$ cat config.mk
export PLATFORM = sky130hd
export DESIGN_NAME = axi_err_slv
export DESIGN_NICKNAME = d
export VERILOG_FILES = /design/src/rtl/axi_typedef_pkg.sv /design/src/rtl/axi_sync_fifo.sv /design/src/rtl/axi_err_slv.sv
export SDC_FILE = /design/constraint.sdc
export NUM_CORES = 1
export LEC_CHECK = 0
export ABC_CLOCK_PERIOD_IN_PS = 2400
export CORE_MARGIN = 8
export CORE_UTILIZATION = 40
export CTS_CLUSTER_DIAMETER = 80
export DETAILED_ROUTE_END_ITERATION = 12
export GPL_TIMING_DRIVEN = 0
export PLACE_DENSITY = 0.77
export SKIP_CTS_REPAIR_TIMING = 1
export SYNTH_ARGS = -nofsm -noshare
export SYNTH_HDL_FRONTEND = slang
export SYNTH_SLANG_ARGS = --single-unit
$ cat constraint.sdc
create_clock -name clk_i -period 2.4 [get_ports clk_i]
set_input_delay 0.6 -clock clk_i [delete_from_list [all_inputs] [get_ports clk_i]]
set_output_delay 0.6 -clock clk_i [all_outputs]
set_load 0.02 [all_outputs]
$ cat src/rtl/axi_typedef_pkg.sv
// Shared AXI field types and response codes, plus the FSM state encodings
// used by the default-slave responder.
package axi_typedef_pkg;

   typedef logic [7:0] len_t;   // AxLEN: burst length minus one
   typedef logic [1:0] resp_t;  // xRESP

   localparam resp_t RESP_OKAY   = 2'b00;
   localparam resp_t RESP_EXOKAY = 2'b01;
   localparam resp_t RESP_SLVERR = 2'b10;
   localparam resp_t RESP_DECERR = 2'b11;

   typedef enum logic [1:0] {
      W_IDLE,
      W_DRAIN,
      W_RESP
   } w_state_e;

   typedef enum logic {
      R_IDLE,
      R_BURST
   } r_state_e;

endpackage

$ cat src/rtl/axi_sync_fifo.sv
// Small synchronous FIFO for queued request descriptors.
// Ports:
//   clk_i, rst_i    clock, synchronous active-high reset (empties the FIFO)
//   push_i, data_i  enqueue (ignored while full)
//   pop_i, data_o   dequeue; data_o shows the head entry whenever !empty_o
//   full_o, empty_o occupancy flags
module axi_sync_fifo #(
   parameter int  Depth  = 4,
   parameter type data_t = logic
) (
   input  logic  clk_i,
   input  logic  rst_i,
   input  logic  push_i,
   input  data_t data_i,
   input  logic  pop_i,
   output data_t data_o,
   output logic  full_o,
   output logic  empty_o
);

   localparam int PtrW = (Depth > 1) ? $clog2(Depth) : 1;
   typedef logic [PtrW-1:0] ptr_t;

   data_t mem [Depth];
   ptr_t  wr_ptr_q, rd_ptr_q;
   // Wrap bits flip each time a pointer passes the end; equal pointers with
   // differing wrap bits means full, matching wrap bits means empty.
   logic  wr_wrap_q, rd_wrap_q;
   logic  do_push, do_pop;

   function automatic ptr_t ptr_inc(input ptr_t p);
      return (p == ptr_t'(Depth - 1)) ? '0 : p + ptr_t'(1);
   endfunction

   assign empty_o = (wr_ptr_q == rd_ptr_q) && (wr_wrap_q == rd_wrap_q);
   assign full_o  = (wr_ptr_q == rd_ptr_q) && (wr_wrap_q != rd_wrap_q);
   assign do_push = push_i && !full_o;
   assign do_pop  = pop_i && !empty_o;
   assign data_o  = mem[rd_ptr_q];

   always_ff @(posedge clk_i) begin
      if (rst_i) begin
         wr_ptr_q  <= '0;
         rd_ptr_q  <= '0;
         wr_wrap_q <= 1'b0;
         rd_wrap_q <= 1'b0;
      end else begin
         if (do_push) begin
            wr_ptr_q <= ptr_inc(wr_ptr_q);
            if (wr_ptr_q == ptr_t'(Depth - 1)) wr_wrap_q <= ~wr_wrap_q;
         end
         if (do_pop) begin
            rd_ptr_q <= ptr_inc(rd_ptr_q);
            if (rd_ptr_q == ptr_t'(Depth - 1)) rd_wrap_q <= ~rd_wrap_q;
         end
      end
   end

   // Storage carries no reset; only the pointers define what is valid.
   always_ff @(posedge clk_i) begin
      if (do_push) mem[wr_ptr_q] <= data_i;
   end

endmodule

$ cat src/rtl/axi_err_slv.sv
// Default AXI slave: terminates every request that decoded to no real target.
// All AW/AR requests are accepted into small FIFOs, write data is drained
// until w_last, and every transaction is answered with a fixed error response
// (one B beat per write, len+1 R beats per read) in request order.
// Ports:
//   clk_i, rst_i                  clock, synchronous active-high reset
//   aw_* / w_* / b_*              write address, data, response channels
//   ar_* / r_*                    read address and data channels
module axi_err_slv
   import axi_typedef_pkg::*;
#(
   parameter int unsigned AxiIdWidth   = 4,
   parameter int unsigned AxiDataWidth = 64,
   parameter int unsigned MaxTrans     = 4,
   parameter resp_t       Resp         = RESP_DECERR,
   parameter logic [63:0] RespData     = 64'hCA11_AB1E_BADC_AB1E
) (
   input  logic                    clk_i,
   input  logic                    rst_i,
   input  logic                    aw_valid_i,
   output logic                    aw_ready_o,
   input  logic [AxiIdWidth-1:0]   aw_id_i,
   input  logic                    w_valid_i,
   output logic                    w_ready_o,
   input  logic                    w_last_i,
   output logic                    b_valid_o,
   input  logic                    b_ready_i,
   output logic [AxiIdWidth-1:0]   b_id_o,
   output resp_t                   b_resp_o,
   input  logic                    ar_valid_i,
   output logic                    ar_ready_o,
   input  logic [AxiIdWidth-1:0]   ar_id_i,
   input  len_t                    ar_len_i,
   output logic                    r_valid_o,
   input  logic                    r_ready_i,
   output logic [AxiIdWidth-1:0]   r_id_o,
   output logic [AxiDataWidth-1:0] r_data_o,
   output resp_t                   r_resp_o,
   output logic                    r_last_o
);

   typedef logic [AxiIdWidth-1:0] id_t;
   typedef struct packed {
      id_t  id;
      len_t len;
   } ar_entry_t;

   localparam logic [AxiDataWidth-1:0] RData = AxiDataWidth'(RespData);

   // ---------------- write path ----------------
   id_t      aw_head_id, b_id_q;
   logic     aw_full, aw_empty, aw_push, aw_pop;
   w_state_e w_state_q, w_state_d;

   assign aw_ready_o = !aw_full && !rst_i;
   assign aw_push    = aw_valid_i && aw_ready_o;
   assign b_resp_o   = Resp;

   axi_sync_fifo #(.Depth(MaxTrans), .data_t(id_t)) i_aw_fifo (
      .clk_i   (clk_i),
      .rst_i   (rst_i),
      .push_i  (aw_push),
      .data_i  (aw_id_i),
      .pop_i   (aw_pop),
      .data_o  (aw_head_id),
      .full_o  (aw_full),
      .empty_o (aw_empty)
   );

   always_ff @(posedge clk_i) begin
      if (rst_i) begin
         w_state_q <= W_IDLE;
         b_id_q    <= '0;
      end else begin
         w_state_q <= w_state_d;
         if (w_state_q == W_DRAIN && w_valid_i && w_last_i) b_id_q <= aw_head_id;
      end
   end

   // A same-cycle AW push counts as non-empty so the drain can start the
   // very next cycle instead of one later.
   always_comb begin
      w_state_d = w_state_q;
      case (w_state_q)
         W_IDLE:  if (!aw_empty || aw_push) w_state_d = W_DRAIN;
         W_DRAIN: if (w_valid_i && w_last_i) w_state_d = W_RESP;
         W_RESP:  if (b_ready_i) w_state_d = W_IDLE;
         default: w_state_d = W_IDLE;
      endcase
   end

   always_comb begin
      w_ready_o = 1'b0;
      b_valid_o = 1'b0;
      b_id_o    = '0;
      aw_pop    = 1'b0;
      case (w_state_q)
         W_DRAIN: w_ready_o = !rst_i;
         W_RESP: begin
            b_valid_o = !rst_i;
            b_id_o    = b_id_q;
            aw_pop    = b_ready_i && !rst_i;
         end
         default: ;
      endcase
   end

   // ---------------- read path ----------------
   ar_entry_t ar_in, ar_head;
   logic      ar_full, ar_empty, ar_push, ar_pop;
   r_state_e  r_state_q, r_state_d;
   len_t      beat_cnt_q;

   assign ar_ready_o = !ar_full && !rst_i;
   assign ar_push    = ar_valid_i && ar_ready_o;
   assign ar_in      = {ar_id_i, ar_len_i};
   assign r_resp_o   = Resp;

   axi_sync_fifo #(.Depth(MaxTrans), .data_t(ar_entry_t)) i_ar_fifo (
      .clk_i   (clk_i),
      .rst_i   (rst_i),
      .push_i  (ar_push),
      .data_i  (ar_in),
      .pop_i   (ar_pop),
      .data_o  (ar_head),
      .full_o  (ar_full),
      .empty_o (ar_empty)
   );

   // beat_cnt counts remaining beats after the current one; it is reloaded
   // every idle cycle, from the bypassed request when the FIFO is empty.
   always_ff @(posedge clk_i) begin
      if (rst_i) begin
         r_state_q  <= R_IDLE;
         beat_cnt_q <= '0;
      end else begin
         r_state_q <= r_state_d;
         if (r_state_q == R_IDLE)
            beat_cnt_q <= ar_empty ? ar_len_i : ar_head.len;
         else if (r_ready_i && beat_cnt_q != '0)
            beat_cnt_q <= beat_cnt_q - len_t'(1);
      end
   end

   always_comb begin
      r_state_d = r_state_q;
      case (r_state_q)
         R_IDLE:  if (!ar_empty || ar_push) r_state_d = R_BURST;
         R_BURST: if (r_ready_i && beat_cnt_q == '0) r_state_d = R_IDLE;
         default: r_state_d = R_IDLE;
      endcase
   end

   always_comb begin
      r_valid_o = 1'b0;
      r_id_o    = '0;
      r_data_o  = '0;
      r_last_o  = 1'b0;
      ar_pop    = 1'b0;
      if (r_state_q == R_BURST) begin
         r_valid_o = !rst_i;
         r_id_o    = ar_head.id;
         r_data_o  = RData;
         r_last_o  = (beat_cnt_q == '0);
         ar_pop    = r_ready_i && r_last_o && !rst_i;
      end
   end

endmodule

# After elaboration in Yosys (flattened, before gate mapping)
# Memories as Yosys holds them, arrays and structs flattened. A register that Yosys moved wholly into a read port is not among the register bits.
# Index checks and enable logic that the tools add are counted.
[word_totals]
regBits = 23
ramBits = 64
output_inout_bits = 82
word_cells = 102
n_memories = 2
[memory_table]
columns = ["memory", "words", "word_bits", "rd", "rd_ports_with_merged_regs", "write_ports", "line", "rtl"]
rows = [
  ["i_ar_fifo.mem", 4, 12, 1, 1, 1, "axi_sync_fifo.sv:24", "data_t mem [Depth];"],
  ["i_aw_fifo.mem", 4, 4, 1, 1, 1, "axi_sync_fifo.sv:24", ""],
]
[op_classes]
n_addsub = 5
n_eq_ne = 16
mux = 29
n_bitwise = 5
n_reduce_logical = 34
[ops]
columns = ["cell", "n"]
rows = [
  ["$mux W64", 1],
  ["$mux W8", 3],
  ["$logic_and A1 B1 Y1", 19],
  ["$mux W2", 9],
  ["$mux W1", 12],
  ["$eq A2 B2 Y1 const B", 5],
  ["$add A2 B1 Y2 const B", 4],
  ["$logic_not A8 Y1", 1],
  ["$mux W4", 2],
  ["$reduce_and A2 Y1", 4],
  ["$reduce_bool A8 Y1", 1],
  ["$sub A8 B1 Y8 const B", 1],
  ["$pmux W2 S3", 1],
  ["$logic_not A1 Y1", 5],
  ["$not A1 Y1", 5],
  ["$eq A2 B2 Y1", 2],
  ["$ne A2 B1 Y1 const B", 2],
  ["$ne A2 B2 Y1 const B", 2],
  ["$reduce_and A3 Y1", 1],
  ["$eq A1 B1 Y1", 2],
  ["$eq A2 B1 Y1 const B", 1],
  ["$logic_not A2 Y1", 1],
  ["$logic_or A1 B1 Y1", 2],
  ["$ne A1 B1 Y1", 2],
  ["$pmux W1 S2", 1],
]

# Logic depth before layout (Yosys ltp)
[depth]
ltp_word = 8
mapped_depth = 6
mapped_depth_nobuf = 6

# Modules after synthesis
# From an unflattened synthesis, not the netlist that was laid out.
[hier_totals]
cells_unflattened = 406
hier_area_um2 = 4942.2
[modules_own_cells]
columns = ["mod", "n_inst", "cells_per_inst", "area_each_um2"]
rows = [
  ["axi_sync_fifo at i_ar_fifo", 1, 129, 2282.2],
  ["axi_err_slv", 1, 190, 1530.2],
  ["axi_sync_fifo at i_aw_fifo", 1, 87, 1129.8],
]

# Worst setup path before layout
# Ideal clock, no wire load.
[synth_path]
path_type = "reg-to-output"
start = "reg r_state_q"
end = "out r_last_o"
t_arrival_ns = 1.682
required_ns = 1.800
slack_ns = 0.118
path_stages_with_launch = 4
n_path_buf = 2
cell_sequence = "dfxtp_1 > buf_4 > clkbuf_1 > and3_1"
[synth_via]
elab_chain_len = 1
[synth_lines]
columns = ["element", "line", "rtl"]
rows = [
  ["start: declaration", "axi_err_slv.sv:111", "r_state_e r_state_q, r_state_d;"],
  ["start signal: assignment", "axi_err_slv.sv:137", "r_state_q <= r_state_d;"],
  ["$mux W1", "axi_err_slv.sv:160", "if (r_state_q == R_BURST) begin"],
  ["end: declaration", "axi_err_slv.sv:39", "output logic r_last_o"],
]
# Every way passes these cells.

# Worst setup path in the final report
[layout_path]
start = "in rst_i"
end = "out b_valid_o"
[layout_via]
elab_chain_len = 2
[layout_lines]
columns = ["element", "line", "rtl"]
rows = [
  ["start: declaration", "axi_err_slv.sv:19", "input logic rst_i,"],
  ["$logic_not A1 Y1", "axi_err_slv.sv:100", "b_valid_o = !rst_i;"],
  ["$mux W1", "axi_err_slv.sv:97", "case (w_state_q)"],
  ["end: declaration", "axi_err_slv.sv:26", "output logic b_valid_o,"],
]
# Every way passes these cells.

==> impl_metrics.py <==
metrics = {
    "timing": {
        "worst_slew_pin_slew_ns": 0.805,
        "period_minus_slack_ns": 2.34,
        "setup_viol": 0,
        "fin_hold_ws_ns": 0.494,
        "hold_viol_final": 0,
        "fin_crit_sh_pct": 97.5,
        "fmax_mhz": 427,
        "slew_viol_final": 0,
        "slew_headroom_pct": 46.0,
        "final.setup.tns_ns": 0,
        "setup_slack_ns": 0.0599,
        "clock_skew_ns": 0.00598,
    },
    "grt": {
        "grt_antenna_before_repair": 0,
        "globalRouteTotalUtil_pct": 11.7,
        "grt_pass1_wl_um": 13700,
        "grt_max_degree": 38,
        "first_global_vias": 2818,
        "overflow": 0,
    },
    "min_path": {
        "min_from": "b_id_q[3]",
        "hold_depth": 2,
        "hp-class": "reg -> reg",
    },
    "critical_path": {
        "crit_path_end_kind": "output port",
        "rr_worst_depth": 3,
        "critical_path_class": "in -> out",
        "worstReg2RegStart": "i_ar_fifo.wr_ptr_q[1]",
        "cp.required_ns": 1.80,
        "cp_cell_sequence": "clkbuf_2 -> buf_4 -> nor2b_1 -> clkdlybuf4s50_1",
        "cp_slowest_stage_delay_ns": 0.61,
        "crit_slowest_cell": "clkdlybuf4s50_1",
        "critPathLaunchType": "primary input",
        "crit_fanout": 10,
        "arrival_ns": 1.74,
        "startpoint": "rst_i",
    },
    "yosys": {
        "synth.area.mux_share_pct": 10.8,
        "ys_seq_elements": 93,
        "ys_warn_count": 0,
        "ys_async_sr_fraction_pct": 0,
        "synth-edff-count": 64,
        "synth-compound-area-share_pct": 7.09,
        "syn_avg_cell_area_um2": 13.0,
        "synth_adder_area_share_pct": 3.24,
        "yosys.area_share.simple_pct": 9.01,
        "synth_top_family_by_area": "buffers and inverters",
        "ys_seq_area_share_pct": 53.9,
        "synth-main-ff-cell": "edfxtp_1",
        "netlist_instances": 357,
        "mappedNetlistArea_mm2": 0.00464,
        "synth_xor_area_share_pct": 2.80,
        "synth_cell_types": 51,
    },
    "cells_and_area": {
        "layout_common_cells": "buf_4 (75), edfxtp_1 (64), clkdlybuf4s50_1 (61)",
        "n_fill_cell": 922,
        "final_area_mm2": 0.00605,
        "finalNonFillerCells": 626,
        "nNetsFinal": 513,
        "drive_above_1_share_pct": 27.8,
        "layout_commonest_cell": "buf_4",
        "fin_util_pct": 53.2,
        "layout-area-overhead-vs-synth_pct": 30.4,
    },
    "floorplanning": {
        "die_width_um": 124,
        "die_h_um": 124,
        "dieArea_mm2": 0.0153,
        "core-area_mm2": 0.0114,
        "io_pins": 106,
        "start_util_pct": 40.8,
        "rows": 39,
    },
    "cts": {
        "numClockSinks": 93,
        "cts.clk_slew.worst_paths_ns": 0.06,
        "clockBufferDepth": 2,
        "cts_tree": "yes",
        "clk-insertion-delay-late_ns": 0.34,
        "root_buffer": "clkbuf_16",
        "cts_max_level": 3,
        "cts_made_buffers": 9,
    },
    "routing": {
        "drtIter0Drc": 165,
        "wl_per_cell_um": 14.9,
        "antenna_left": 0,
        "wl_um": 9330,
        "first_pass_iters": 4,
        "post-route-drc-count": 0,
        "route.vias.total": 2995,
        "avgViaCountPerCell": 4.78,
    },
    "power": {
        "power_mw": 4.31,
        "peakVddDrop_mv": 0.387,
        "power_leakage_nw": 2.46,
        "cellPowerDensity_mw_per_mm2": 713,
    },
    "placed_design": {
        "dp_hpwl_um": 6840,
        "dpl-instance-area_mm2": 0.00565,
        "dp.cells": 603,
        "io_buffers": 71,
        "gp_congestion": 0.769,
        "place_ws_ns": -0.858,
    },
    "job": {
        "maxCapViolations": 0,
    },
    "status": {
        "outcome": "complete, no violations",
    },
}
[synthesized netlist by cell type (2+ instances only)]
cell type	number	area share [%]
or3_1	3	0.40
mux2i_1	9	1.9
o21ai_0	4	0.43
o31ai_1	4	0.65
nand2_1	15	1.2
a211oi_1	5	0.81
buf_2	3	0.32
nor2b_1	4	0.54
a21oi_1	8	0.86
xor2_1	7	1.3
edfxtp_1	64	41
buf_4	71	11
clkbuf_1	4	0.32
or4_1	2	0.32
a221oi_1	2	0.38
and2_1	17	2.3
o31a_1	3	0.57
nand3_1	5	0.54
conb_1	2	0.16
nor3_1	3	0.32
dfxtp_1	29	13
ha_1	12	3.2
inv_1	11	0.89
mux4_2	16	7.8
a31oi_1	6	0.81
nor2_1	12	0.97
mux2_2	2	0.49
xnor2_1	6	1.1
a311oi_1	4	0.75
a22o_1	2	0.38
nand2b_1	2	0.27
[kinds of logic (layout without fill, tap and decap cells)]
kind of cell | count (synthesis) | count (layout)
AND/OR/NAND/NOR | 73 | 73
AO/OA/AOI/OAI | 45 | 45
multiplexers | 29 | 29
adder cells (fa/ha/maj) | 12 | 12
flip-flops | 93 | 93
other | 2 | 35
XOR/XNOR | 14 | 14
buffers and inverters | 89 | 182
[per-layer routing]
| layer | share of wire (%) | global-route usage [%] | wire (um) |
|---|---|---|---|
| met1 | 39 | 12.9 | 3600 |
| met2 | 49 | 19.9 | 4590 |
| met3 | 10 | 2.40 | 956 |
| met4 | 2.0 | 7.90 | 182 |
| met5 | 0 | 0 | 0 |
[worst paths after layout]
path | to | slack [ns]
setup / recovery | b_valid_o | 0.06
hold / removal | b_id_q[3] | 0.49
setup reg to reg | i_ar_fifo.mem[3][2] | 0.30
hold reg to reg | b_id_q[3] | 0.49
[state kept, by name, indices dropped and copies added, names as in the netlist, named ones only]
name and count:
i_aw_fifo.wr_ptr_q 2, i_ar_fifo.wr_ptr_q 2, i_ar_fifo.rd_ptr_q 2, beat_cnt_q 8, r_state_q 1, i_ar_fifo.mem 48
i_aw_fifo.rd_wrap_q 1, i_ar_fifo.wr_wrap_q 1, b_id_q 4, w_state_q 2, i_aw_fifo.rd_ptr_q 2, i_ar_fifo.rd_wrap_q 1
i_aw_fifo.mem 16, i_aw_fifo.wr_wrap_q 1
[worst max-delay path: cells and delay by family]
family                 cells  cell delay, ns
buffers and inverters      3            1.00
AND/OR/NAND/NOR            1            0.13
[area by class of cell]
| class | instances | area, um2 | share of cell area (%) |
|---|---|---|---|
| Antenna cell | 1 | 2.50 | 0.0413 |
| Buffer | 78 | 586 | 9.68 |
| Clock buffer | 12 | 246 | 4.07 |
| Clock inverter | 4 | 48.8 | 0.806 |
| Inverter | 11 | 41.3 | 0.682 |
| Multi-Input combinational cell | 207 | 1680 | 27.8 |
| Sequential cell | 93 | 2510 | 41.5 |
| Tap cell | 143 | 179 | 2.96 |
| Timing Repair Buffer | 77 | 754 | 12.5 |
[power by group]
group | internal, mW | total (mW) | switching, mW
Sequential | 1.79 | 1.87 | 0.0725
Clock | 0.832 | 1.39 | 0.556
Combinational | 0.541 | 1.06 | 0.519
Total | 3.17 | 4.31 | 1.15
Power figures use the tool's default switching activity.
